==> src/rtl/gpio_irq.sv <==
// Debounced GPIO input block with per-pin edge flags and a single level interrupt.
// Pads are synchronized, glitch-filtered by a per-bit counter, and exposed through a small register map.
module gpio_irq #(
    parameter int TOTAL_GPIOS = 8,
    parameter int DEBOUNCE_W  = 8
) (
    input  logic                   mem_clk,
    input  logic                   rst,
    input  logic [TOTAL_GPIOS-1:0] gpio_pad,
    input  logic                   mem_valid,
    input  logic [3:0]             mem_addr,
    input  logic [31:0]            mem_wdata,
    input  logic [3:0]             mem_wstrb,
    output logic [TOTAL_GPIOS-1:0] gpio_ind,
    output logic                   irq,
    output logic                   mem_ready,
    output logic [31:0]            mem_rdata
);

    localparam logic [3:0] ADDR_FILT  = 4'h0;
    localparam logic [3:0] ADDR_RISE  = 4'h1;
    localparam logic [3:0] ADDR_FALL  = 4'h2;
    localparam logic [3:0] ADDR_FLAG  = 4'h3;
    localparam logic [3:0] ADDR_DBNC  = 4'h4;
    localparam logic [3:0] ADDR_IRQEN = 4'h5;

    logic [TOTAL_GPIOS-1:0] sync1_reg;
    logic [TOTAL_GPIOS-1:0] sync2_reg;
    logic [TOTAL_GPIOS-1:0] filt_reg;
    logic [TOTAL_GPIOS-1:0] filt_next;
    logic [TOTAL_GPIOS-1:0] filt_prev_reg;
    logic [TOTAL_GPIOS-1:0] rise_reg;
    logic [TOTAL_GPIOS-1:0] fall_reg;
    logic [TOTAL_GPIOS-1:0] flag_reg;
    logic [TOTAL_GPIOS-1:0] flag_next;
    logic [TOTAL_GPIOS-1:0] edge_set;
    logic [TOTAL_GPIOS-1:0] flag_clr;
    logic [DEBOUNCE_W-1:0]  dbnc_reg;
    logic                   irqen_reg;
    logic                   wr_en;
    logic [31:0]            read_data;
    logic                   unused_wdata;

    // Only the low bits of each write are meaningful; the rest are deliberately dropped.
    assign unused_wdata = &{1'b0, mem_wdata};

    assign wr_en = mem_valid && (mem_wstrb == 4'hF);

    always_ff @(posedge mem_clk or posedge rst) begin
        if (rst) begin
            sync1_reg <= '0;
            sync2_reg <= '0;
        end else begin
            sync1_reg <= gpio_pad;
            sync2_reg <= sync1_reg;
        end
    end

    // Each pin owns its counter; the filtered level is collected into one register below.
    generate
        for (genvar gi = 0; gi < TOTAL_GPIOS; gi++) begin : g_dbnc
            logic [DEBOUNCE_W-1:0] cnt_reg;
            logic                  differ;
            logic                  expire;

            assign differ = (sync2_reg[gi] != filt_reg[gi]);
            assign expire = (cnt_reg >= dbnc_reg);
            assign filt_next[gi] = (differ && expire) ? sync2_reg[gi] : filt_reg[gi];

            always_ff @(posedge mem_clk or posedge rst) begin
                if (rst) begin
                    cnt_reg <= '0;
                end else if (!differ || expire) begin
                    cnt_reg <= '0;
                end else begin
                    cnt_reg <= cnt_reg + DEBOUNCE_W'(1);
                end
            end
        end
    endgenerate

    assign edge_set = (filt_reg & ~filt_prev_reg & rise_reg)
                    | (~filt_reg & filt_prev_reg & fall_reg);
    assign flag_clr = (wr_en && mem_addr == ADDR_FLAG) ? mem_wdata[TOTAL_GPIOS-1:0] : '0;
    // A new edge in the same cycle as a W1C must survive the clear.
    assign flag_next = (flag_reg & ~flag_clr) | edge_set;

    always_ff @(posedge mem_clk or posedge rst) begin
        if (rst) begin
            filt_reg      <= '0;
            filt_prev_reg <= '0;
            flag_reg      <= '0;
        end else begin
            filt_reg      <= filt_next;
            filt_prev_reg <= filt_reg;
            flag_reg      <= flag_next;
        end
    end

    always_ff @(posedge mem_clk or posedge rst) begin
        if (rst) begin
            rise_reg  <= '0;
            fall_reg  <= '0;
            dbnc_reg  <= '0;
            irqen_reg <= 1'b0;
        end else if (wr_en) begin
            case (mem_addr)
                ADDR_RISE:  rise_reg  <= mem_wdata[TOTAL_GPIOS-1:0];
                ADDR_FALL:  fall_reg  <= mem_wdata[TOTAL_GPIOS-1:0];
                ADDR_DBNC:  dbnc_reg  <= mem_wdata[DEBOUNCE_W-1:0];
                ADDR_IRQEN: irqen_reg <= mem_wdata[0];
                default: ;
            endcase
        end
    end

    always_comb begin
        read_data = '0;
        if (mem_valid) begin
            case (mem_addr)
                ADDR_FILT:  read_data[TOTAL_GPIOS-1:0] = filt_reg;
                ADDR_RISE:  read_data[TOTAL_GPIOS-1:0] = rise_reg;
                ADDR_FALL:  read_data[TOTAL_GPIOS-1:0] = fall_reg;
                ADDR_FLAG:  read_data[TOTAL_GPIOS-1:0] = flag_reg;
                ADDR_DBNC:  read_data[DEBOUNCE_W-1:0]  = dbnc_reg;
                ADDR_IRQEN: read_data[0]               = irqen_reg;
                default: ;
            endcase
        end
    end

    assign mem_rdata = read_data;
    assign mem_ready = mem_valid;
    assign gpio_ind  = filt_reg;
    assign irq       = irqen_reg & (|flag_reg);

endmodule

==> config.mk <==
export PLATFORM = sky130hd
export DESIGN_NAME = gpio_irq
export DESIGN_NICKNAME = d
export VERILOG_FILES = /design/src/rtl/gpio_irq.sv
export SDC_FILE = /design/constraint.sdc
export NUM_CORES = 1
export LEC_CHECK = 0
export CAP_MARGIN = 40
export CORE_MARGIN = 10
export CORE_UTILIZATION = 40
export DETAILED_ROUTE_END_ITERATION = 12
export MAX_ROUTING_LAYER = met4
export PLACE_DENSITY = 0.57
export SYNTH_ARGS = -nofsm -noshare
export SYNTH_HDL_FRONTEND = slang
export SYNTH_SLANG_ARGS = --single-unit
==> constraint.sdc <==
create_clock -name mem_clk -period 5.9 [get_ports mem_clk]
set_input_delay 1.77 -clock mem_clk [delete_from_list [all_inputs] [get_ports mem_clk]]
set_output_delay 1.77 -clock mem_clk [all_outputs]
set_load 0.005 [all_outputs]
==> flow_summary.ini <==
[run_status]
status = finished clean

[cells_and_area]
seq_area_sq_um = 3228
layout.nets = 889
drive_gt1_frac = 0.09756
multi_input_area_sq_um = 3955
nFillCells = 1659
areaGrowthSynthToFinish_pct = 17.23
insertedDiodeCount = 0
largest_reg_flops = 64

[placed_design]
globalplace.congestion = 0.8181
port_buffers = 44
hpwl_um = 13090

[die]
std_cell_rows = 49
core_area_sq_um = 18150
pin_count = 93
die_area_sq_um = 24510
die_x_um = 156.6
initial_core_util = 0.4110
die_h_um = 156.6

[global_routing]
grt_max_degree = 40
globalRouteOverflowTotal = 0
grt_use_total = 0.1566
grt_pass1_wl_um = 29670
grt_pass1_vias = 5802
antenna_found_initial = 0

[detailed_routing]
ant_nets = 0
via_count = 5562
routed_wl_um = 18000
drt-wirelength-per-cell_um = 17.86
drc_errors = 0
drt_pre_antenna_iters = 4
initialDrtViolationCount = 231
vias_per_cell = 5.518

[timing]
maxSlewHeadroom = 0.4874
tightest_slew_ns = 0.7656
timing.final.crit_share = 0.9642
hold_ws_ns = 0.3462
rsz0062_at_grt = no
hold_viol_final = 0
fin_setup_tns_ns = 0
final.setup_skew_ns = 0.005432
drv_slew = 0
setup_viol = 0
fmax_mhz = 175.8
period_minus_slack_ns = 5.689

[critical_path]
r2r-end = g_dbnc[2].cnt_reg[6]
required_ns = 4.13
r2r_start = dbnc_reg[2]
end_kind = output port
r2r_cells = 6
crit_arrival_ns = 3.92
crit_fanout = 7
worstSetupPathType = primary input to output port
rrSetupSlack_ns = 3.55
critPathLaunchType = primary input

[yosys]
post-synth-top-area-fraction = 0.4328
synthTopCellsByArea = dfrtp_1 43%, ha_1 12%, xor2_1 5.4%, a211oi_1 4.5%, mux2_2 3.8%
synth_area_per_cell_sq_um = 10.61
synth_most_common_cell = dfrtp_1
synth_commonest_cells = 129 x dfrtp_1, 72 x ha_1, 48 x nand2_1
syn_inst = 703
ys_seq_area_frac = 0.4328
ys_ff_latch = 129
ys_warn_count = 0
synth_area_sq_um = 7458
synth_largest_area_cell = dfrtp_1
yosysUniqueCellTypes = 48
async_flop_share = 1.000
synth_flop_cell = dfrtp_1
synth_edf_count = 0

[pwr]
power_mw = 2.590
p_per_area_nw_per_um2 = 296.2
ir_drop_uv = 187.9
power_leakage_nw = 3.917

[clock_network]
cts.sinks = 129
cts_root_buf = clkbuf_16
cts_resized = 0
htreeDepth = 4
clk_latency_ns = 0.42
postCtsSetupRepairBufs = 0
clkTransAtPathRegs_ns = 0.05
cts_tree = yes
cts_buffer_depth = 2
cts_buffers = 17
cts_hold_buffers = 0

[worst_hold_path]
hp-start = sync1_reg[5]
hold_depth = 0
hold_end = sync2_reg[5]
min_path_type = flop to flop

[job]
max_cap_viol_count = 0
[layout make-up]
| cell class | count | share of cell area |
|---|---|---|
| clock buffers | 18 | 0.05023 |
| clock inverters | 14 | 0.01889 |
| inverters | 33 | 0.01445 |
| multi-input cells | 529 | 0.4523 |
| flip-flops and latches | 129 | 0.3692 |
| well taps | 229 | 0.03277 |
| repair buffers | 56 | 0.06211 |
[metrics by stage]
step	util	worst slack [ns]	cell area (sq um)	std cells
after floorplan	-	0.6890	7545	726
after global placement	0.4474	0.1639	8119	975
after detailed placement	0.4485	0.1890	8139	976
after CTS	0.4818	0.1661	8743	1008
after global routing	0.4818	0.02735	8743	1008
final	0.4818	0.2112	8743	1008
[cells by family after synthesis]
family | count (synthesis) | share of synthesized area
xor+xnor | 56 | 0.06576
mux | 40 | 0.05788
fa+ha+maj | 72 | 0.1208
compound gates | 152 | 0.1386
buf+inv | 68 | 0.04848
flops | 129 | 0.4328
simple gates | 185 | 0.1352
other cells | 1 | 0.0005028
[how the worst max path moves through the flow]
stage | start | end | slack, ns | cells past startpoint
final | mem_addr[0] | mem_rdata[4] | 0.21 | 5
after global routing | mem_addr[0] | mem_rdata[4] | 0.03 | 5
after CTS | mem_addr[0] | mem_rdata[4] | 0.17 | 5
after detailed placement | mem_addr[0] | mem_rdata[4] | 0.19 | 5
after global placement | mem_addr[0] | mem_rdata[4] | 0.16 | 5
after floorplan | rst | dbnc_reg[0] | 0.69 | 1
[power breakdown]
| part | switching, mW | total, mW | internal (mW) | leakage, nW |
|---|---|---|---|---|
| registers | 0.124 | 1.10 | 0.978 | 1.71 |
| logic | 0.247 | 0.431 | 0.184 | 1.92 |
| clock network | 0.386 | 1.06 | 0.672 | 0.284 |
| total | 0.757 | 2.59 | 1.83 | 3.92 |
[layout by cell type (no fill, tap or decap), types with 7 or more instances in the layout]
cell type,synthesis,layout
dfrtp_1,129,129
and2_1,8,8
mux2i_1,15,15
a22oi_1,9,9
xor2_1,46,46
ha_1,72,72
conb_1,1,24
mux2_2,25,25
a21o_1,8,8
o22ai_1,7,7
and3_1,22,22
nor2_1,9,9
nand2_1,48,48
o21ai_0,16,16
o211ai_1,8,8
inv_1,33,32
a211oi_1,45,45
o21a_1,13,13
a21oi_1,23,23
nor2b_1,9,9
clkdlybuf4s50_1,0,44
buf_4,26,11
xnor2_1,10,10
nor3_1,21,21
nand3_1,38,38
clkbuf_16,0,17
[routing by layer]
| metal | track usage | vias up | routed length, um |
|---|---|---|---|
| met1 | 0.1811 | 2758 | 7888 |
| met4 | 0.06067 | 0 | 419 |
| li1 | - | 2667 | - |
| met2 | 0.2555 | 106 | 8828 |
| met5 | - | - | 0 |
| met3 | 0.04194 | 31 | 864 |
[critical path: stages]
cell,delay [ns]
clkdlybuf4s50_1,0.56
nor4b_4,0.36
o21ai_1,0.25
a21oi_1,0.39
clkdlybuf4s50_1,0.59
No activity file was read; power rests on OpenSTA's default activity.
